**config.mk**
```make
export PLATFORM = sky130hd
export DESIGN_NAME = cnt_5
export DESIGN_NICKNAME = d
export VERILOG_FILES = /design/src/rtl/cnt_5_pkg.sv /design/src/rtl/cnt5_ns_logic.sv /design/src/rtl/cnt5_state_reg.sv /design/src/rtl/cnt_5.sv
export SDC_FILE = /design/constraint.sdc
export NUM_CORES = 1
export LEC_CHECK = 0
export ABC_AREA = 1
export CORE_AREA = 2 2 39 41
export DETAILED_ROUTE_END_ITERATION = 8
export DIE_AREA = 0 0 41 43
export SLEW_MARGIN = 5
export SYNTH_ARGS = -nofsm -noshare
export SYNTH_HDL_FRONTEND = slang
export SYNTH_SLANG_ARGS = --single-unit
```
**constraint.sdc**
```tcl
create_clock -name clk -period 1.76 [get_ports clk]
set_input_delay 0.176 -clock clk [delete_from_list [all_inputs] [get_ports clk]]
set_output_delay 0.176 -clock clk [all_outputs]
set_load 0.005 [all_outputs]
```
**src/rtl/cnt_5_pkg.sv**
```systemverilog
// Shared constants and state codes for the modulo-5 up/down counter.
package cnt_5_pkg;

  localparam int unsigned CNT_W   = 3;
  localparam int unsigned CNT_MOD = 5;

  typedef enum logic [CNT_W-1:0] {
    S0 = 3'b000,
    S1 = 3'b001,
    S2 = 3'b010,
    S3 = 3'b011,
    S4 = 3'b100
  } state_e;

  // Highest legal code; anything above it is an illegal state.
  localparam logic [CNT_W-1:0] CNT_MAX = CNT_W'(CNT_MOD - 1);

endpackage

```
**src/rtl/cnt5_ns_logic.sv**
```systemverilog
// Combinational next state for the modulo-5 counter, with recovery from
// the unused codes 5..7 back to S0.
module cnt5_ns_logic
  import cnt_5_pkg::*;
(
  input  logic [CNT_W-1:0] state,
  input  logic             inc,
  output logic [CNT_W-1:0] next
);

  always_comb begin
    // NOTE: assigning a default first means every path writes next, so no latch is inferred.
    next = S0;
    if (state > CNT_MAX) begin
      next = S0;
    end else if (inc) begin
      next = (state == CNT_MAX) ? S0 : state + 3'd1;
    end else begin
      next = (state == S0) ? CNT_MAX : state - 3'd1;
    end
  end

endmodule

```
**src/rtl/cnt5_state_reg.sv**
```systemverilog
// 3-bit state register with asynchronous active-high clear to S0.
module cnt5_state_reg
  import cnt_5_pkg::*;
(
  input  logic             clk,
  input  logic             rst,
  input  logic [CNT_W-1:0] d,
  output logic [CNT_W-1:0] q
);

  always_ff @(posedge clk or posedge rst) begin
    // NOTE: non-blocking keeps the update ordered against every other flop on this edge.
    if (rst) begin
      q <= S0;
    end else begin
      q <= d;
    end
  end

endmodule

```
**src/rtl/cnt_5.sv**
```systemverilog
// Modulo-5 up/down Moore counter; cnt is the state register itself.
// reset_n is active-high despite its name.
module cnt_5
  import cnt_5_pkg::*;
(
  input  logic             clk,
  input  logic             reset_n,
  input  logic             inc,
  output logic [CNT_W-1:0] cnt
);

  logic [CNT_W-1:0] state;
  logic [CNT_W-1:0] next_state;

  cnt5_ns_logic u_ns (
    .state (state),
    .inc   (inc),
    .next  (next_state)
  );

  cnt5_state_reg u_reg (
    .clk (clk),
    .rst (reset_n),
    .d   (next_state),
    .q   (state)
  );

  assign cnt = state;

endmodule

```
==> out/qor.csv, run 1 <==
stage;metric;value;unit
timing;Final Critical Period;1.39;ns
power_and_ir_drop;P_sw;230;uW
route;via count;222;
clocking;clk_lat worst skew;0.23;ns
timing;Setup-failing EPs final;0;
global_routing;initial antenna violation count;0;
placed_design;GP Congestion;0.786;
layout;Largest register FFs;3;
worst_setup_path;Crit. End Element;output pin;
timing;achievable frequency;0.722;GHz
route;Via density;3.64;
route;post-DR wirelength/cell;7.07;um
job;# Max-Cap Violations;0;
layout;share of layout cells above drive strength 1;0.0889;
clocking;CTS sink cnt;3;
global_routing;gr ovfl total;0;
clocking;H-tree depth;1;
power_and_ir_drop;PwrDens;1710;mW/mm^2
worst_setup_path;critical path fanouts, max;6;
clocking;# resized after CTS;0;
timing;Fin. Hold Viols;0;
placed_design;DP Area;308;um^2
worst_setup_path;r2r endpoint;u_reg.q[2];
floorplanning;# IOs;6;
global_routing;vias in the first global route;219;
timing;fin worst setup slack;0.375;ns
global_routing;first-pass GRT wire length;828;um
layout;Area Growth Syn to Fin;40.5;%
worst_setup_path;Worst Path Arrival;1.21;ns
power_and_ir_drop;Power, Total;572;uW
floorplanning;number of cell rows;14;
global_routing;largest net degree at the start of global routing;7;
floorplanning;Core Area;0.00138;mm^2
timing;WHS;0.107;ns
worst_setup_path;Worst Path Class, Setup;reg2out;
route;Detail Route Antenna Nets;0;
clocking;Post-CTS Hold Buffers;0;
placed_design;hpwl dp;366;um
placed_design;dpl ws;0.474;ns
layout;Final #Nets;53;
timing;Rel. slew slack;0.863;
clocking;CTS tree;yes;
floorplanning;Die Y;43;um
timing;Slew @ Worst Pin;0.206;ns
power_and_ir_drop;clock power share;0.207;
worst_setup_path;kind of cell adding the most delay to the critical path;buffers and inverters;
power_and_ir_drop;Sw Ratio;0.402;
route;first drt pass iteration count;3;
timing;clk_skew;0.00278;ns
global_routing;Overall Global Routing Usage;0.0755;
synthesis;synthesized area;238;um^2
layout;commonest cells after routing, fill and taps aside;12 x nand2_1, 8 x inv_1, 5 x nor2_1, 5 x clkdlybuf4s50_1, 4 x ha_1;
synthesis;Post-Synthesis Cells;36;
power_and_ir_drop;Lkg Pwr;0.000187;uW
layout;# diodes;0;
synthesis;Synth cell types;8;
clocking;root buffer cell;clkbuf_4;
outcome;status;complete, no violations;
power_and_ir_drop;P_int;342;uW
worst_setup_path;Critical Path Start Type;flip-flop;
worst_setup_path;CP max stage delay;0.55;ns
power_and_ir_drop;Max VDD drop;0.559;mV
route;1st-iter DRT viols;5;
synthesis;Yosys warning count;0;
synthesis;Seq/Total Area, Yosys;0.316;
worst_setup_path;r2r worst-path depth;7;
clocking;clock slew at reported path FFs;0.04;ns
synthesis;Syn Area/Cell;6.60;um^2
floorplanning;Die Area;0.00176;mm^2
synthesis;synthesized netlist net count;43;
power_and_ir_drop;Comb power frac;0.550;
floorplanning;Initial Utilization;0.172;
worst_setup_path;R2R Setup Slk;0.45;ns
layout;Biggest register;u_reg.q;
worst_setup_path;Critical Path RT;1.58;ns
worst_setup_path;Slowest cell on crit path;clkdlybuf4s50_1;
worst_setup_path;Critical R2R Launch;u_reg.q[0];
layout;top flop regs;u_reg.q: 3 flops;
synthesis;Synth Register Bits;3;
route;Routed WL;431;um
power_and_ir_drop;power share of the sequential group;0.244;
timing;RSZ-0062 raised after global routing;false;
clocking;postcts setup bufs;0;
clocking;clk buf depth;2;
clocking;cts bufs inserted;3;
hold_path;Tightest Hold Check Type;in2async;
timing;max-slew violations;0;
timing;Final period util;0.787;
route;Post-route DRC;0;
placed_design;PortBufs;5;
timing;setup TNS;0;ns
layout;Final Cell Area;334;um^2
worst_setup_path;critical path, cell by cell;clkdlybuf4s50_1;
floorplanning;die span in x;41;um
worst_setup_path;CP Buf/Inv Count;1;
layout;commonest non-fill, non-tap cell in the layout;nand2_1;
-- metrics by stage --
stage	util	std cells
3_5_place_dp	0.222	57
2_1_floorplan	-	36
6_report	0.241	61
4_1_cts	0.241	61
5_1_grt	0.241	61
3_3_place_gp	0.222	57
-- layout make-up --
class                   instances  area (um^2)
clock buffers                   4         26.3
fillers                       148         1050
inverters                       9         33.8
multi-input cells              24          129
flip-flops and latches          3         75.1
well taps                      16         20.0
repair buffers                  5         50.0
-- routing by layer --
| metal | GRT usage | share of wire | vias to the layer above |
|---|---|---|---|
| met5 | 0 | 0 | - |
| met4 | 0.0800 | 0 | 0 |
| met3 | 0.0366 | 0.049 | 0 |
| met2 | 0.0906 | 0.45 | 5 |
| met1 | 0.0874 | 0.51 | 96 |
| li1 | - | - | 121 |
-- Yosys cell counts --
cell | n | share of area
nand3_1 | 2 | 0.042
inv_2 | 1 | 0.016
inv_1 | 8 | 0.13
ha_1 | 4 | 0.21
dfrtp_1 | 3 | 0.32
nand2_1 | 12 | 0.19
a21oi_1 | 1 | 0.021
nor2_1 | 5 | 0.079
-- power groups by stage --
stage / clock network, uW / registers, uW / logic (uW)
CTS: 126 / 142 / 319
detailed placement: 0 / 143 / 318
global placement: 0 / 142 / 316
finish: 118 / 139 / 314
floorplan: 0 / 139 / 197
global route: 128 / 146 / 374
-- worst max path at each step --
stage / start / cells after the start / endpoint
4_1_cts: u_reg.q[2] / 1 / cnt[2]
2_1_floorplan: u_reg.q[0] / 7 / u_reg.q[2]
5_1_grt: u_reg.q[0] / 7 / u_reg.q[2]
3_3_place_gp: u_reg.q[0] / 7 / u_reg.q[2]
6_report: u_reg.q[2] / 1 / cnt[2]
3_5_place_dp: u_reg.q[0] / 7 / u_reg.q[2]
-- cell families (layout without fill, tap and decap cells) --
family | count (synthesis) | after routing | share of synthesized area
fa+ha+maj | 4 | 4 | 0.211
compound gates | 1 | 1 | 0.0210
simple gates | 19 | 19 | 0.311
flops | 3 | 3 | 0.316
buf+inv | 9 | 18 | 0.142
No activity file was read; power rests on OpenSTA's default activity.
==> run 2: changes to the inputs <==
==> constraint.sdc (replaced) <==
create_clock -name clk -period 1.4 [get_ports clk]
set_input_delay 0.14 -clock clk [delete_from_list [all_inputs] [get_ports clk]]
set_output_delay 0.14 -clock clk [all_outputs]
set_load 0.005 [all_outputs]
==> out/qor.csv, run 2 (synthesis gave the netlist of run 1 again) <==
stage;metric;value;unit;change
outcome;status;complete, no violations;;
worst_setup_path;Levels on crit path;1;;unchanged
worst_setup_path;CP max stage delay;0.51;ns;-0.04 ns
worst_setup_path;Worst Path Class, Setup;reg2out;;
route;Via density;3.70;;+1.8%
timing;Slew @ Worst Pin;0.133;ns;-0.0730 ns
global_routing;Overall Global Routing Usage;0.0715;;-0.00395
timing;Setup-failing EPs final;0;;unchanged
clocking;cts bufs inserted;3;;unchanged
timing;RSZ-0062 raised after global routing;false;;
worst_setup_path;critical path, cell by cell;clkdlybuf4s50_1;;
floorplanning;Die Y;43;um;unchanged
global_routing;largest net degree at the start of global routing;7;;unchanged
power_and_ir_drop;Max VDD drop;0.791;mV;+42%
power_and_ir_drop;PwrDens;2140;mW/mm^2;+25%
floorplanning;die span in x;41;um;unchanged
global_routing;met1 Usage GRT;0.0844;;-0.00296
worst_setup_path;r2r worst-path depth;7;;unchanged
clocking;clk_lat worst skew;0.23;ns;about the same
layout;commonest cells after routing, fill and taps aside;12 x nand2_1, 8 x inv_1, 5 x nor2_1, 5 x clkdlybuf4s50_1, 4 x ha_1;;
layout;fill cell count;152;;+2.7%
layout;top flop regs;u_reg.q: 3 flops;;
route;post-DR wirelength/cell;7.36;um;+4.2%
worst_setup_path;Worst Path Arrival;1.15;ns;-0.06 ns
global_routing;Global Route met2 Usage;0.0938;;+0.00313
timing;Rel. slew slack;0.911;;+0.0487
timing;setup TNS;0;ns;unchanged
power_and_ir_drop;Lkg Pwr;0.000186;uW;-0.61%
route;1st-iter DRT viols;8;;+3
global_routing;initial antenna violation count;0;;unchanged
worst_setup_path;critical path fanouts, max;6;;unchanged
layout;commonest non-fill, non-tap cell in the layout;nand2_1;;
layout;Largest register FFs;3;;unchanged
global_routing;vias in the first global route;217;;-0.91%
route;Routed WL;449;um;+4.2%
worst_setup_path;Critical Path Start;u_reg.q[2];;
clocking;Post-CTS Hold Buffers;0;;unchanged
clocking;postcts setup bufs;0;;unchanged
floorplanning;Die Area;0.00176;mm^2;unchanged
route;via count;226;;+1.8%
clocking;CTS sink cnt;3;;unchanged
placed_design;hpwl dp;374;um;+2.2%
clocking;# resized after CTS;0;;unchanged
timing;Final period util;0.923;;
placed_design;dpl ws;0.128;ns;-0.346 ns
placed_design;GP Congestion;0.824;;+4.8%
floorplanning;Initial Utilization;0.172;;unchanged
global_routing;first-pass GRT wire length;814;um;-1.7%
clocking;clock slew at reported path FFs;0.04;ns;about the same
floorplanning;number of cell rows;14;;unchanged
global_routing;GRT busiest layer;met2;;
placed_design;PortBufs;5;;unchanged
floorplanning;Core Area;0.00138;mm^2;unchanged
placed_design;DP Area;308;um^2;unchanged
layout;# diodes;0;;unchanged
layout;Biggest register;u_reg.q;;
floorplanning;# IOs;6;;unchanged
route;Post-route DRC;0;;unchanged
clocking;CTS tree;yes;;
worst_setup_path;Critical Path RT;1.26;ns;-0.32 ns
timing;max-slew violations;0;;unchanged
layout;share of layout cells above drive strength 1;0.111;;+0.0222
job;# Max-Cap Violations;0;;unchanged
timing;Final Critical Period;1.29;ns;
worst_setup_path;Critical R2R Launch;u_reg.q[0];;
layout;Final #Nets;53;;unchanged
worst_setup_path;kind of cell adding the most delay to the critical path;buffers and inverters;;
timing;Fin. Hold Viols;0;;unchanged
hold_path;Tightest Hold Check Type;in2async;;
worst_setup_path;CP Buf/Inv Count;1;;unchanged
worst_setup_path;Slowest cell on crit path;clkdlybuf4s50_1;;
timing;clk_skew;0.00228;ns;-0.000495 ns
worst_setup_path;Crit. End Element;output pin;;
layout;Final Cell Area;335;um^2;+0.37%
global_routing;gr ovfl total;0;;unchanged
route;Detail Route Antenna Nets;0;;unchanged
route;first drt pass iteration count;4;;+1
clocking;H-tree depth;1;;unchanged
clocking;clk buf depth;2;;unchanged
global_routing;global routing usage on met3;0.0314;;-0.00524
timing;fin worst setup slack;0.108;ns;-0.267 ns
clocking;root buffer cell;clkbuf_4;;
layout;Area Growth Syn to Fin;41.1;%;
timing;achievable frequency;0.774;GHz;
worst_setup_path;Critical Path Start Type;flip-flop;;
## run 2: cell types whose count changed in the layout (fill, tap and decap cells not counted)
| cell | delta |
|---|---|
| dfrtp_1 | -1 |
| dfrtp_2 | +1 |
## run 2: final timing paths
path,endpoint,slack [ns]
setup / recovery,cnt[2],0.11
hold / removal,u_reg.q[0],0.07
setup reg to reg,u_reg.q[2],0.12
hold reg to reg,u_reg.q[0],0.60
max in group asynchronous,u_reg.q[2],1.19
min in group clk,u_reg.q[0],0.54
## run 2: routing by layer
layer / vias to the layer above / share of wire / wire length (um)
met5: - / 0 / 0
met4: 0 / 0 / 0
met3: 0 / 0.027 / 12
met2: 7 / 0.49 / 218
met1: 97 / 0.48 / 217
li1: 122 / - / -
## run 2: per-stage QoR
stage,utilization,hold slack (ns),power [uW],cells
finish,0.242,0.0732,718,61
CTS,0.241,0.0702,729,61
detailed placement,0.222,0.314,574,57
global route,0.242,0.0822,818,61
global placement,0.222,0.319,566,57
floorplan,-,-0.106,423,36
## run 2: layout make-up
type	instances	area, um^2	area share
multi-input combinational	24	129	0.384
timing repair buffer	5	50.0	0.149
tap	16	20.0	0.0597
sequential	3	76.3	0.228
clock buffer	4	26.3	0.0784
inverter	9	33.8	0.101
## run 2: where the power goes
part	switching (uW)	internal [uW]
sequential	47.7	133
clock	40.1	107
combinational	200	190
total	288	430
==> run 3: changes to the inputs <==
==> constraint.sdc (replaced) <==
create_clock -name clk -period 1.39 [get_ports clk]
set_input_delay 0.139 -clock clk [delete_from_list [all_inputs] [get_ports clk]]
set_output_delay 0.139 -clock clk [all_outputs]
set_load 0.005 [all_outputs]
==> out/qor.csv, run 3 (synthesis gave the netlist of run 1 again) <==
stage;metric;value;unit;change
outcome;status;complete, no violations;;
clocking;H-tree depth;1;;unchanged
timing;achievable frequency;0.774;GHz;
clocking;CTS tree;yes;;
placed_design;GP Congestion;0.824;;unchanged
clocking;clk buf depth;2;;unchanged
floorplanning;number of cell rows;14;;unchanged
worst_setup_path;r2r endpoint;u_reg.q[2];;
global_routing;first-pass GRT wire length;814;um;unchanged
route;via count;228;;+0.88%
layout;Biggest register;u_reg.q;;
worst_setup_path;R2R Setup Slk;0.14;ns;+0.02 ns
worst_setup_path;CP max stage delay;0.51;ns;about the same
layout;commonest cells after routing, fill and taps aside;12 x nand2_1, 7 x inv_1, 5 x nor2_1, 5 x clkdlybuf4s50_1, 4 x ha_1;;
global_routing;gr ovfl total;0;;unchanged
worst_setup_path;Worst Path Arrival;1.15;ns;about the same
global_routing;largest net degree at the start of global routing;7;;unchanged
route;Via density;3.74;;+0.88%
layout;share of layout cells above drive strength 1;0.133;;+0.0222
power_and_ir_drop;Lkg Pwr;0.000185;uW;-0.31%
timing;Rel. slew slack;0.910;;-0.00144
timing;Setup-failing EPs final;0;;unchanged
worst_setup_path;Critical Path Start;u_reg.q[2];;
global_routing;GRT busiest layer;met2;;
floorplanning;Die Y;43;um;unchanged
worst_setup_path;crit path capture;cnt[2];;
placed_design;hpwl dp;374;um;unchanged
global_routing;vias in the first global route;217;;unchanged
timing;Final Critical Period;1.29;ns;
clocking;Post-CTS Hold Buffers;0;;unchanged
worst_setup_path;Crit. End Element;output pin;;
timing;max-slew violations;0;;unchanged
floorplanning;Die Area;0.00176;mm^2;unchanged
timing;Fin. Hold Viols;0;;unchanged
clocking;CTS sink cnt;3;;unchanged
layout;fill cell count;152;;unchanged
job;# Max-Cap Violations;0;;unchanged
timing;Slew @ Worst Pin;0.135;ns;+0.00217 ns
floorplanning;Initial Utilization;0.172;;unchanged
worst_setup_path;Critical Path Start Type;flip-flop;;
power_and_ir_drop;Max VDD drop;0.810;mV;+2.4%
clocking;cts bufs inserted;3;;unchanged
placed_design;PortBufs;5;;unchanged
layout;final cell count without fillers;61;;unchanged
timing;clk_skew;0.00228;ns;unchanged
clocking;clk_lat worst skew;0.23;ns;about the same
placed_design;dpl ws;0.118;ns;-0.0100 ns
layout;commonest non-fill, non-tap cell in the layout;nand2_1;;
worst_setup_path;r2r worst-path depth;7;;unchanged
route;post-DR wirelength/cell;7.43;um;+0.89%
route;Post-route DRC;0;;unchanged
route;1st-iter DRT viols;8;;unchanged
floorplanning;Core Area;0.00138;mm^2;unchanged
layout;area of the multi-input gates;129;um^2;unchanged
worst_setup_path;kind of cell adding the most delay to the critical path;buffers and inverters;;
clocking;clock slew at reported path FFs;0.04;ns;about the same
layout;Final #Nets;53;;unchanged
worst_setup_path;CP Buf/Inv Count;1;;unchanged
worst_setup_path;critical path fanouts, max;6;;unchanged
floorplanning;# IOs;6;;unchanged
global_routing;Global Route met2 Usage;0.0938;;unchanged
global_routing;met1 Usage GRT;0.0844;;unchanged
timing;setup TNS;0;ns;unchanged
global_routing;Overall Global Routing Usage;0.0715;;unchanged
timing;Final period util;0.929;;
layout;Largest register FFs;3;;unchanged
route;Routed WL;453;um;+0.89%
global_routing;global routing usage on met3;0.0314;;unchanged
layout;top flop regs;u_reg.q: 3 flops;;
hold_path;Tightest Hold Check Type;in2async;;
worst_setup_path;Levels on crit path;1;;unchanged
worst_setup_path;Slowest cell on crit path;clkdlybuf4s50_1;;
layout;# diodes;0;;unchanged
worst_setup_path;Worst Path Class, Setup;reg2out;;
timing;fin worst setup slack;0.0988;ns;-0.00900 ns
power_and_ir_drop;PwrDens;2170;mW/mm^2;+1.3%
route;Detail Route Antenna Nets;0;;unchanged
worst_setup_path;Critical Path RT;1.25;ns;about the same
placed_design;placed instance count;57;;unchanged
layout;register area;76.3;um^2;unchanged
worst_setup_path;critical path, cell by cell;clkdlybuf4s50_1;;
global_routing;initial antenna violation count;0;;unchanged
timing;WHS;0.0722;ns;-0.00100 ns
clocking;root buffer cell;clkbuf_4;;
worst_setup_path;Critical R2R Launch;u_reg.q[0];;
floorplanning;die span in x;41;um;unchanged
route;first drt pass iteration count;4;;unchanged
layout;Area Growth Syn to Fin;41.1;%;unchanged
timing;RSZ-0062 raised after global routing;false;;
==> run 3: cell counts in the layout (fill, tap and decap cells not counted) <==
Identical to the previous run, type by type.
==> run 3: worst min-delay path by stage <==
| stage | depth (start not counted) | from | end |
|---|---|---|---|
| floorplan | 1 | reset_n | u_reg.q[0] |
| global placement | 2 | reset_n | u_reg.q[1] |
| detailed placement | 2 | reset_n | u_reg.q[1] |
| CTS | 2 | reset_n | u_reg.q[1] |
| global route | 2 | reset_n | u_reg.q[0] |
| finish | 2 | reset_n | u_reg.q[0] |
==> run 3: metal layers <==
| layer | share of wire | wire length (um) |
|---|---|---|
| met1 | 0.48 | 219 |
| met3 | 0.033 | 15 |
| met4 | 0 | 0 |
| met2 | 0.48 | 219 |
| met5 | 0 | 0 |
==> run 3: final cells by class <==
cell class / instances / area share
multi-input combinational: 24 / 0.384
sequential: 3 / 0.228
timing repair buffer: 5 / 0.149
inverter: 9 / 0.101
clock buffer: 4 / 0.0784
tap: 16 / 0.0597
==> run 3: stage by stage <==
stage               total power (uW)  cell area (um^2)  utilization
global placement                 570               308        0.222
floorplan                        426               238            -
CTS                              734               334        0.241
global route                     827               335        0.242
detailed placement               578               308        0.222
finish                           728               335        0.242
==> run 3: report_power, final <==
group	switching (uW)	total [uW]	internal [uW]
Combinational	203	395	193
Sequential	50.4	185	134
Clock	40.4	148	107
Total	293	728	434
==> run 3: what timing repair did <==
action | CTS | global route
endpoints found under the setup margin | 0 | 1
gates resized for setup | 0 | 2
buffers inserted | 0 | 0
